<file path="config.mk">
export PLATFORM = sky130hd
export DESIGN_NAME = instr_fetch_unit
export DESIGN_NICKNAME = d
export VERILOG_FILES = /design/src/rtl/instr_fetch_unit.sv
export SDC_FILE = /design/constraint.sdc
export NUM_CORES = 1
export LEC_CHECK = 0
export ABC_CLOCK_PERIOD_IN_PS = 2300
export CORE_UTILIZATION = 43
export DETAILED_ROUTE_END_ITERATION = 7
export GPL_ROUTABILITY_DRIVEN = 1
export PLACE_DENSITY = 0.79
export SETUP_SLACK_MARGIN = 0.3
export SLEW_MARGIN = 40
export SYNTH_ARGS = -nofsm -noshare
export SYNTH_HDL_FRONTEND = slang
export SYNTH_SLANG_ARGS = --single-unit
export TNS_END_PERCENT = 5
</file>
<file path="constraint.sdc">
create_clock -name clk -period 2.3 [get_ports clk]
set_clock_uncertainty 0.15 [all_clocks]
set_input_delay 0.23 -clock clk [delete_from_list [all_inputs] [get_ports clk]]
set_output_delay 0.23 -clock clk [all_outputs]
set_load 0.01 [all_outputs]
</file>
<file path="src/rtl/instr_fetch_unit.sv">
// -----------------------------------------------------------------------------
// instr_fetch_unit
//   Fetch stage of the 16-bit CPU. Holds the PC, issues single-cycle word read
//   requests to instruction memory, captures each returned word in an
//   instruction register and offers it to decode through a valid/ready
//   handshake. Supports branch/jump redirect and a HALT opcode that stops
//   fetching until the next redirect or reset.
//
// Ports
//   clk, rst_n           clock, asynchronous active-low reset
//   imem_req/imem_addr   one-cycle read request and its word address (= PC)
//   imem_rvalid/rdata    read response, at least one cycle after the request
//   instr_valid/ready    handshake towards decode
//   instr, instr_pc      instruction register and the address it came from
//   opcode/rs/rt/imm5    combinational fields of instr (instr[5] unused)
//   redirect_valid/pc    branch/jump taken and its target
//   halted               HALT instruction delivered, fetch stopped
// -----------------------------------------------------------------------------
module instr_fetch_unit #(
   parameter int unsigned       ADDR_W   = 16,
   parameter int unsigned       DATA_W   = 16,
   parameter logic [ADDR_W-1:0] RESET_PC = '0,
   parameter logic [3:0]        HALT_OP  = 4'hF
) (
   input  logic              clk,
   input  logic              rst_n,
   output logic              imem_req,
   output logic [ADDR_W-1:0] imem_addr,
   input  logic              imem_rvalid,
   input  logic [DATA_W-1:0] imem_rdata,
   output logic              instr_valid,
   input  logic              instr_ready,
   output logic [DATA_W-1:0] instr,
   output logic [ADDR_W-1:0] instr_pc,
   output logic [3:0]        opcode,
   output logic [2:0]        rs,
   output logic [2:0]        rt,
   output logic [4:0]        imm5,
   input  logic              redirect_valid,
   input  logic [ADDR_W-1:0] redirect_pc,
   output logic              halted
);

   typedef enum logic [2:0] {
      S_BOOT,
      S_REQ,
      S_WAIT,
      S_HOLD,
      S_DRAIN,
      S_HALT
   } state_t;

   state_t            r_state;
   logic [ADDR_W-1:0] r_pc;
   logic              r_req;
   logic [DATA_W-1:0] r_instr;
   logic [ADDR_W-1:0] r_instr_pc;
   logic              r_valid;
   logic              r_halted;
   logic [3:0]        w_opcode;

   assign w_opcode = r_instr[15:12];

   // r_req is registered alongside the state so it is high exactly for the
   // cycles spent in S_REQ: every branch that enters S_REQ also sets it.
   always_ff @(posedge clk or negedge rst_n) begin
      if (!rst_n) begin
         r_state    <= S_BOOT;
         r_pc       <= RESET_PC;
         r_req      <= 1'b0;
         r_instr    <= '0;
         r_instr_pc <= '0;
         r_valid    <= 1'b0;
         r_halted   <= 1'b0;
      end else begin
         r_req <= 1'b0;
         // A redirect always wins over the sequential increment below.
         if (redirect_valid) begin
            r_pc <= redirect_pc;
         end
         case (r_state)
            S_BOOT: begin
               r_state <= S_REQ;
               r_req   <= 1'b1;
            end
            S_REQ: begin
               // The request has already gone out; on a redirect its
               // response must be thrown away.
               r_state <= redirect_valid ? S_DRAIN : S_WAIT;
            end
            S_WAIT: begin
               if (imem_rvalid) begin
                  if (redirect_valid) begin
                     r_state <= S_REQ;
                     r_req   <= 1'b1;
                  end else begin
                     r_instr    <= imem_rdata;
                     r_instr_pc <= r_pc;
                     r_pc       <= r_pc + ADDR_W'(1);
                     r_valid    <= 1'b1;
                     r_state    <= S_HOLD;
                  end
               end else if (redirect_valid) begin
                  r_state <= S_DRAIN;
               end
            end
            S_HOLD: begin
               if (redirect_valid) begin
                  // Completes the transfer if ready, otherwise squashes it.
                  r_valid <= 1'b0;
                  r_state <= S_REQ;
                  r_req   <= 1'b1;
               end else if (instr_ready) begin
                  r_valid <= 1'b0;
                  if (w_opcode == HALT_OP) begin
                     r_state  <= S_HALT;
                     r_halted <= 1'b1;
                  end else begin
                     r_state <= S_REQ;
                     r_req   <= 1'b1;
                  end
               end
            end
            S_DRAIN: begin
               // A redirect here only retargets the PC; the single outstanding
               // response is still the one being discarded.
               if (imem_rvalid) begin
                  r_state <= S_REQ;
                  r_req   <= 1'b1;
               end
            end
            S_HALT: begin
               if (redirect_valid) begin
                  r_halted <= 1'b0;
                  r_state  <= S_REQ;
                  r_req    <= 1'b1;
               end
            end
            default: begin
               r_state <= S_BOOT;
            end
         endcase
      end
   end

   assign imem_req    = r_req;
   assign imem_addr   = r_pc;
   assign instr_valid = r_valid;
   assign instr       = r_instr;
   assign instr_pc    = r_instr_pc;
   assign halted      = r_halted;

   assign opcode = r_instr[15:12];
   assign rs     = r_instr[11:9];
   assign rt     = r_instr[8:6];
   assign imm5   = r_instr[4:0];

endmodule

</file>
==> results of run 1 <==
## cell usage in the layout, fill, tap and decap left out, types with 2 or more instances in the layout
cell type	n
xor2_1	4
nor2_1	8
nor2b_1	5
a31oi_1	4
and2_1	2
a21oi_1	5
clkbuf_8	5
nor3_1	5
mux2_2	6
o21ai_0	13
xnor2_1	4
inv_1	3
a221oi_1	3
clkdlybuf4s50_1	101
nand4_1	4
dfrtp_1	54
buf_4	10
mux2i_1	9
buf_12	2
nand2_1	92
a21o_1	2
nand3_1	8
## area by class of cell
| class | count | share of cell area (%) |
|---|---|---|
| sequential | 54 | 36.1 |
| multi-input combinational | 188 | 27.8 |
| timing repair buffer | 115 | 30.5 |
| clock inverter | 2 | 1.00 |
| clock buffer | 6 | 1.94 |
| inverter | 3 | 0.301 |
| tap | 72 | 2.41 |
## stage by stage
stage / utilization (%) / hold slack [ps] / total power, mW
CTS: 65.3 / 291 / 3.80
floorplan: - / -216 / 2.32
detailed placement: 63.2 / 153 / 3.16
global route: 65.9 / 291 / 4.01
finish: 65.9 / 295 / 3.77
global placement: 63.2 / 135 / 3.12
## synth_stat cells (all sizes together)
master   instances
nand2           92
dfrtp           54
buf             22
o21ai           13
clkbuf           9
mux2i            9
nor2             9
nand3            8
mux2             6
a21oi            5
nand4            5
nor2b            5
nor3             5
a31oi            4
xnor2            4
xor2             4
a221oi           3
and2             3
inv              3
a21o             2
nor4             2
a2111o           1
a311oi           1
a32o             1
ha               1
nand2b           1
nand3b           1
nand4bb          1
nor4bb           1
or4b             1
## power by group
group / total (mW) / switching (mW) / internal [mW]
Clock: 0.640 / 0.315 / 0.325
Combinational: 1.59 / 0.622 / 0.964
Sequential: 1.55 / 0.287 / 1.26
## worst max-delay path, cell delays in order (launching register included)
cell,delay [ps]
dfrtp_1,580
nand4bb_1,210
buf_4,160
nor2_4,50
buf_12,140
buf_4,130
a221oi_1,250
a31oi_1,60
## logic make-up (layout without fill, tap and decap cells)
kind of cell | after synthesis | after routing | synth area share [%]
xor+xnor | 8 | 8 | 2.70
compound gates | 30 | 30 | 7.17
buf+inv | 34 | 126 | 8.04
flops | 54 | 54 | 52.0
fa+ha+maj | 1 | 1 | 0.481
simple gates | 134 | 134 | 23.5
mux | 15 | 15 | 6.07
## metal layers
layer  wire length (um)  GRT usage [%]
met5                  0              0
met3                493           5.60
met1               2700           24.8
met2               2720           31.8
met4                 63           4.64
## worst paths after layout
check | start | to | slack (ps) | cells after the start
max in group asynchronous | rst_n | halted | 1090 | 3
worst max-delay path | r_state[0] | imem_addr[11] | 440 | 7
min in group asynchronous | rst_n | instr[1] | 320 | 2
worst max register to register | r_state[0] | imem_addr[11] | 440 | 7
worst min register to register | instr_pc[3] | instr_pc[3] | 330 | 2
worst min-delay path | imem_rdata[11] | instr[11] | 300 | 3
## what timing repair did
action	CTS	global route
setup buffers	0	3
gates resized for setup	0	0
hold buffers	1	0
endpoints found under the setup margin	0	6
hold endpoints to repair	27	0
## sequential cells by signal (all words and copies together) (netlist names)
| name | cells |
|---|---|
| instr_pc | 16 |
| r_state | 3 |
| imem_addr | 16 |
| imem_req | 1 |
| instr | 16 |
| halted | 1 |
| instr_valid | 1 |
==> metrics.txt, run 1 <==
Die Wd 79.7 um; vias in the first global route between 2000 and 2500; worst setup slack after placement 169 ps; cell total after placement roughly 430; drt total wl ~6.0 mm; Seq/Total Area, Yosys 52.0%; Worst Setup Start Kind flip-flop; Gate Count Post-Synth 276; Post-Place Cell Area 3590 sq um; Hold Vio Cnt, Final 0; max cap viols 0; Net count, final 405; largest net degree at the start of global routing 29; Setup Viol. Count Final 0; hold crit path type primary input to flip-flop; share of cells above drive strength 1 8.70%; RSZ-0062 raised after global routing false; DRC viols 0; Num CTS Buffers 5; synthesized flop and latch total between 50 and 60; die area between 6000 and 7000 sq um; Max Buffers Root-to-Sink 2; worst setup path class flip-flop to flip-flop; multi-input logic area ~1000 sq um; fin crit share around four fifths; Initial Utilization 45.8%; GRT Residual Overflow 0; fmax 0.539 GHz; gpl congestion 0.830; Final ANT Viol Nets 0; CTS H-tree depth 2; Pre-antenna DRT Iters 4; critical-path maximum fanout 14; largest area contributor in the netlist dfrtp_1; min cycle time layout 1860 ps; Synth area leaders dfrtp_1 (52%), nand2_1 (13%), buf_4 (5.5%); via count 2205; Core Footprint 5680 sq um; area grow syn2layout 44.0%; leak pwr 1.69 nW; Power Dens Cells 1010 nW/um^2; Initial DRC Count 108; vias per cell ~5; Netlist cell types 36; syn avg cell area between 9 and 10 sq um; Synth top area share 52.0%; initial antenna violation count 0; Reg area 1350 sq um; Non-Filler Instances 440; Least-Margin Pin Slew 660 ps; CTS tree done; CTS root buf clkbuf_8; synth warn 0; setup TNS 0 ps; hpwl dp 4.22 mm; Max-slew headroom 56.0%; Setup crit end kind flip-flop; WP data required 2330 ps; maximum VDD drop between 0.5 and 0.6 mV; gr usage total 19.2%; Worst-path clk slew 100 ps; mapped cell area roughly 2600 sq um; I/O Pins 103; fillcell total 471; global-route wire length before repair 9.46 mm; Rows 27; Arr. time, crit path 1890 ps; # diodes 0; Sink Count 54; status complete, no violations; design area 3740 sq um; setup ws final 444 ps; Die Y 79.7 um; Syn Nets approximately 310; Max Transition Viols Final 0; clock insertion delay at the later pin of the skew report 310 ps; port buffer count between 100 and 150; WL per Instance ~14 um
Power figures use the tool's default switching activity.
==> inputs of run 2 (changes only) <==
--- a/config.mk
+++ b/config.mk
@@ -5,11 +5,11 @@
 export SDC_FILE = /design/constraint.sdc
 export NUM_CORES = 1
 export LEC_CHECK = 0
-export ABC_CLOCK_PERIOD_IN_PS = 2300
-export CORE_UTILIZATION = 43
+export ABC_CLOCK_PERIOD_IN_PS = 1600
+export CORE_UTILIZATION = 39
 export DETAILED_ROUTE_END_ITERATION = 7
 export GPL_ROUTABILITY_DRIVEN = 1
-export PLACE_DENSITY = 0.79
+export PLACE_DENSITY = 0.76
 export SETUP_SLACK_MARGIN = 0.3
 export SLEW_MARGIN = 40
 export SYNTH_ARGS = -nofsm -noshare
==> constraint.sdc (replaced) <==
create_clock -name clk -period 1.6 [get_ports clk]
set_clock_uncertainty 0.15 [all_clocks]
set_input_delay 0.16 -clock clk [delete_from_list [all_inputs] [get_ports clk]]
set_output_delay 0.16 -clock clk [all_outputs]
set_load 0.01 [all_outputs]
==> run 2 against run 1 <==
  * The flow now finishes with violations (negative setup slack)
  * Maximum frequency up 11%
  * Clock power is 19% higher
  * First-iteration DRC count is 24% higher
==> metrics.txt, run 2 (same netlist as run 1, synthesis figures left out) <==
hpwl dp about 4.7 mm; global route hottest layer met2; commonest non-fill, non-tap cell in the layout nand2_1; area grow syn2layout 58.1%; die area 6990 sq um; Max Transition Viols Final 0; CTS root buf clkbuf_8; Net count, final around 430; Setup Viol. Count Final 41; WHS Path Cells 3; Post-Place Cell Area 3830 sq um; hold crit path type primary input to flip-flop; WL per Instance between 10 and 15 um; Worst Setup Start Kind flip-flop; gpl congestion 0.745; Sink Count 54; initial antenna violation count 0; CP delay by family, top flip-flops; failing checks negative setup slack; met3 Usage GRT 4.35%; RSZ-0062 raised after global routing true; GRT Residual Overflow 0; Max Buffers Root-to-Sink 2; GR Layer Usage met1 23.2%; Setup crit end kind flip-flop; multi-input logic area 1170 sq um; drt total wl 6.99 mm; # diodes 0; critical-path maximum fanout 5; Core Footprint 6390 sq um; max cap viols 0; vias in the first global route 2329; I/O Pins 103; setup ws final -79.1 ps; WP buf/inv 2; gr usage total 19.1%; Worst-path clk slew around 100 ps; status finished with violations; via count 2354; Power Dens Cells 1340 nW/um^2; global-route wire length before repair around 11 mm; DRC viols 0; min cycle time layout 1680 ps; setup TNS -1260 ps; Final ANT Viol Nets 0; share of cells above drive strength 1 30.4%; Hold Vio Cnt, Final 0; CP max stage cell dfrtp_1; Pre-antenna DRT Iters 4; Levels on crit path 5; leak pwr around 2 nW; Crit path largest cell delay 430 ps; worst-path cell chain nand4bb_4, buf_6, nor2_4, buf_12, mux2_4; Num CTS Buffers 5; Die Wd ~84 um; Arr. time, crit path 1730 ps; most frequent cells in the layout nand2_1 (77), dfrtp_1 (51), clkdlybuf4s50_1 (35), clkdlybuf4s15_1 (30), buf_6 (29); design area 4110 sq um; vias per cell between 4 and 5; fin crit share 105%; Die Y 83.6 um; WP data required roughly 1700 ps; reg2reg path depth 5; r2r setup slk -80 ps; Rows 29; Reg area roughly 1400 sq um; CTS tree done; clock insertion delay at the later pin of the skew report 310 ps; CTS H-tree depth 2; Initial Utilization 40.7%; worst setup path class flip-flop to flip-flop; total power 5.53 mW; Least-Margin Pin Slew between 300 and 400 ps; port buffer count 102; largest net degree at the start of global routing 55; fillcell total 523; Initial DRC Count 134; fmax 0.596 GHz; maximum VDD drop 0.764 mV; met2 usage approximately 34%; Max-slew headroom between 70% and 80%
run 2: cell count changes in the layout (fill, tap and decap cells not counted), sizes merged:
cell / change
bufinv: -1
dlygate4sd2: +5
clkdlybuf4s50: -66
clkinv: +2
clkbuf: +14
clkdlybuf4s15: +30
buf: +43
run 2: final timing paths:
| check | startpoint | endpoint |
|---|---|---|
| max | r_state[0] | instr[14] |
| min | imem_rdata[7] | instr[7] |
| max reg2reg | r_state[0] | instr[14] |
| min reg2reg | instr_pc[8] | instr_pc[8] |
| max in group asynchronous | rst_n | imem_addr[7] |
| min in group asynchronous | rst_n | instr[1] |
run 2: per-stage QoR:
step | util (%) | instances | hold WS, ps | setup WS, ps
after floorplan | - | 276 | -286 | -31.4
after global placement | 59.9 | 460 | 29.2 | -254
after global routing | 64.3 | 472 | 213 | -141
final | 64.3 | 472 | 214 | -79.1
after detailed placement | 59.9 | 460 | 32.4 | -273
after CTS | 61.4 | 470 | 218 | -71.0
run 2: cell type report:
type,instances,area share (%)
clock inverters,3,0.518
well taps,77,2.34
clock buffers,5,1.67
flip-flops and latches,54,33.0
multi-input cells,188,28.4
repair buffers,142,33.8
inverters,3,0.274
run 2: worst reg2reg max path: stages, from the launching register on:
cell,delay (ps)
dfrtp_1,430
nand4bb_4,250
buf_6,160
nor2_4,160
buf_12,130
mux2_4,300
run 2: timing repair:
item | 4_1_cts | 5_1_grt
setup buffers | 1 | 0
resized for setup | 166 | 81
hold buffers | 1 | 0
endpoints found under the hold margin | 54 | 0
setup endpoints to repair | 118 | 97
pin swaps | 4 | 13
gates cloned | 0 | 2
run 2: per-layer routing:
layer	share of wire [%]	wire [um]
met1	41	2860
met2	51	3600
met3	6.4	450
met5	0	0
met4	1.1	78
run 2: where the power goes:
group / leakage (nW) / switching (mW) / internal (mW) / total (mW)
combinational: 1.24 / 1.19 / 1.43 / 2.62
sequential: 0.680 / 0.328 / 1.81 / 2.14
clock: 0.0441 / 0.456 / 0.309 / 0.764
==> inputs of run 3 (changes only) <==
--- a/config.mk
+++ b/config.mk
@@ -7,6 +7,7 @@
 export LEC_CHECK = 0
 export ABC_CLOCK_PERIOD_IN_PS = 1600
 export CORE_UTILIZATION = 39
+export CTS_BUF_LIST = sky130_fd_sc_hd__clkbuf_16
 export DETAILED_ROUTE_END_ITERATION = 7
 export GPL_ROUTABILITY_DRIVEN = 1
 export PLACE_DENSITY = 0.76
@@ -15,4 +16,4 @@
 export SYNTH_ARGS = -nofsm -noshare
 export SYNTH_HDL_FRONTEND = slang
 export SYNTH_SLANG_ARGS = --single-unit
-export TNS_END_PERCENT = 5
+export TNS_END_PERCENT = 20
==> run 3 against run 2 <==
  * The run still ends with negative setup slack left
  * Sequential cell count unchanged
  * Die area unchanged
  * Sequential power down 2%
  * Via count up 1.4%
  * Cell count up 2.1%
  * Clock power up 34%
  * Global-route usage up 0.13 points
  * Sequential share of layout area down 2.0 points
  * Wire length down 1.0%
  * Critical endpoint is now imem_addr[13]
  * Largest cell class unchanged
==> metrics.txt, run 3 (same netlist as run 1, synthesis figures left out) <==
status finished with violations; failing checks negative setup slack; leak pwr 2.71 nW; gpl congestion 0.798; initial antenna violation count 0; CP max stage cell dfrtp_1; Least-Margin Pin Slew 441 ps; drt total wl 6.92 mm; CTS tree done; Sink Count 54; maximum VDD drop 0.806 mV; Num CTS Buffers 5; CTS H-tree depth 2; Hold Vio Cnt, Final 0; Pre-antenna DRT Iters 6; Max-slew headroom a little over two thirds; DRC viols 0; Net count, final 442; hold_ws 194 ps; Rows 29; min cycle time layout 1640 ps; Max Buffers Root-to-Sink 2; CP delay by family, top simple AND/OR/NAND/NOR gates; global-route wire length before repair between 10 and 15 mm; multi-input logic area 1180 sq um; I/O Pins 103; Die Y ~84 um; worst setup path class flip-flop to flip-flop; Setup crit end kind flip-flop; Core Footprint 6390 sq um; Post-Place Cell Area around 3900 sq um; Setup Viol. Count Final 9; WL per Instance 14.4 um; Final ANT Viol Nets 0; cell total after placement ~460; via count 2386; hold crit path type primary input to asynchronous set/reset pin; critical-path maximum fanout 6; WP buf/inv 1; Initial DRC Count 70; setup ws final -36.1 ps; most frequent cells in the layout nand2_1 (92), dfrtp_1 (53), dlymetal6s2s_1 (50), clkdlybuf4s50_1 (36), buf_4 (29); WP data required around 1600 ps; die area around 7000 sq um; worst-path cell chain nor4bb_4, buf_4, and2_4, nand3_1, mux2i_1; Max Transition Viols Final 0; Worst-path clk slew 70 ps; design area 4370 sq um; Worst Setup Start Kind flip-flop; share of cells above drive strength 1 24.7%; Die Wd 83.6 um; hpwl dp about 4.6 mm; port buffer count around 100; max cap viols 0; fillcell total ~480; largest net degree at the start of global routing 39; clock insertion delay at the later pin of the skew report 290 ps; vias per cell just under 5; # diodes 0; Reg area 1350 sq um; GRT Residual Overflow 0; Arr. time, crit path 1650 ps; total power 5.82 mW; Initial Utilization around two fifths; fin crit share 102%; RSZ-0062 raised after global routing true; area grow syn2layout 68.1%; Power Dens Cells between 1000 and 1500 nW/um^2; CTS root buf clkbuf_16; Crit path largest cell delay 420 ps; gr usage total 19.2%; commonest non-fill, non-tap cell in the layout nand2_1; Non-Filler Instances 482; fmax 0.611 GHz; vias in the first global route 2269
run 3: per-layer routing:
layer  vias to the layer above  track usage, %  share of wire, %
li1                       1155               -                 -
met1                      1136            24.7                44
met2                        84            32.4                49
met3                        11            4.65               5.3
met4                         0            5.24               1.5
met5                         -               0                 0
run 3: repair_timing:
item,4_1_cts,5_1_grt
hold buffers,1,0
gates resized for setup,59,91
hold endpoints to repair,16,0
pin swaps,9,15
buffers inserted,8,2
gates cloned,0,1
setup endpoints to repair,118,113
run 3: metrics by stage:
| step | setup TNS (ps) | setup WS (ps) | util (%) |
|---|---|---|---|
| 6_report | -203 | -36.1 | 68.4 |
| 5_1_grt | -1840 | -121 | 68.4 |
| 4_1_cts | 0 | 0.766 | 64.2 |
| 3_5_place_dp | -11050 | -308 | 60.4 |
| 3_3_place_gp | -10120 | -285 | 60.4 |
| 2_1_floorplan | -104 | -31.4 | - |
run 3: cell type report:
type	instances	share of cell area [%]
Tap cell	77	2.21
Timing Repair Buffer	152	36.4
Clock buffer	5	2.86
Clock inverter	3	0.286
Multi-Input combinational cell	188	26.9
Inverter	3	0.315
Sequential cell	54	31.0
run 3: worst paths after layout:
path                       slack (ps)  cells past startpoint          start            end
setup / recovery                  -40                      5     r_state[0]  imem_addr[13]
hold / removal                    190                      2          rst_n    instr_pc[4]
setup reg to reg                  -40                      5     r_state[0]  imem_addr[13]
hold reg to reg                   320                      2   instr_pc[14]   instr_pc[14]
max in group asynchronous         550                      3          rst_n      instr[10]
min in group clk                  260                      3  imem_rdata[9]       instr[9]
run 3: power by group:
| part | internal (mW) | switching (mW) | total, mW |
|---|---|---|---|
| Clock | 0.567 | 0.453 | 1.02 |
| Combinational | 1.52 | 1.19 | 2.70 |
| Sequential | 1.81 | 0.281 | 2.09 |
run 3: worst reg2reg max path, cell delays in order (launching register included):
cell      delay (ps)
dfrtp_1          420
nor4bb_4         350
buf_4            190
and2_4           180
nand3_1          100
mux2i_1          130
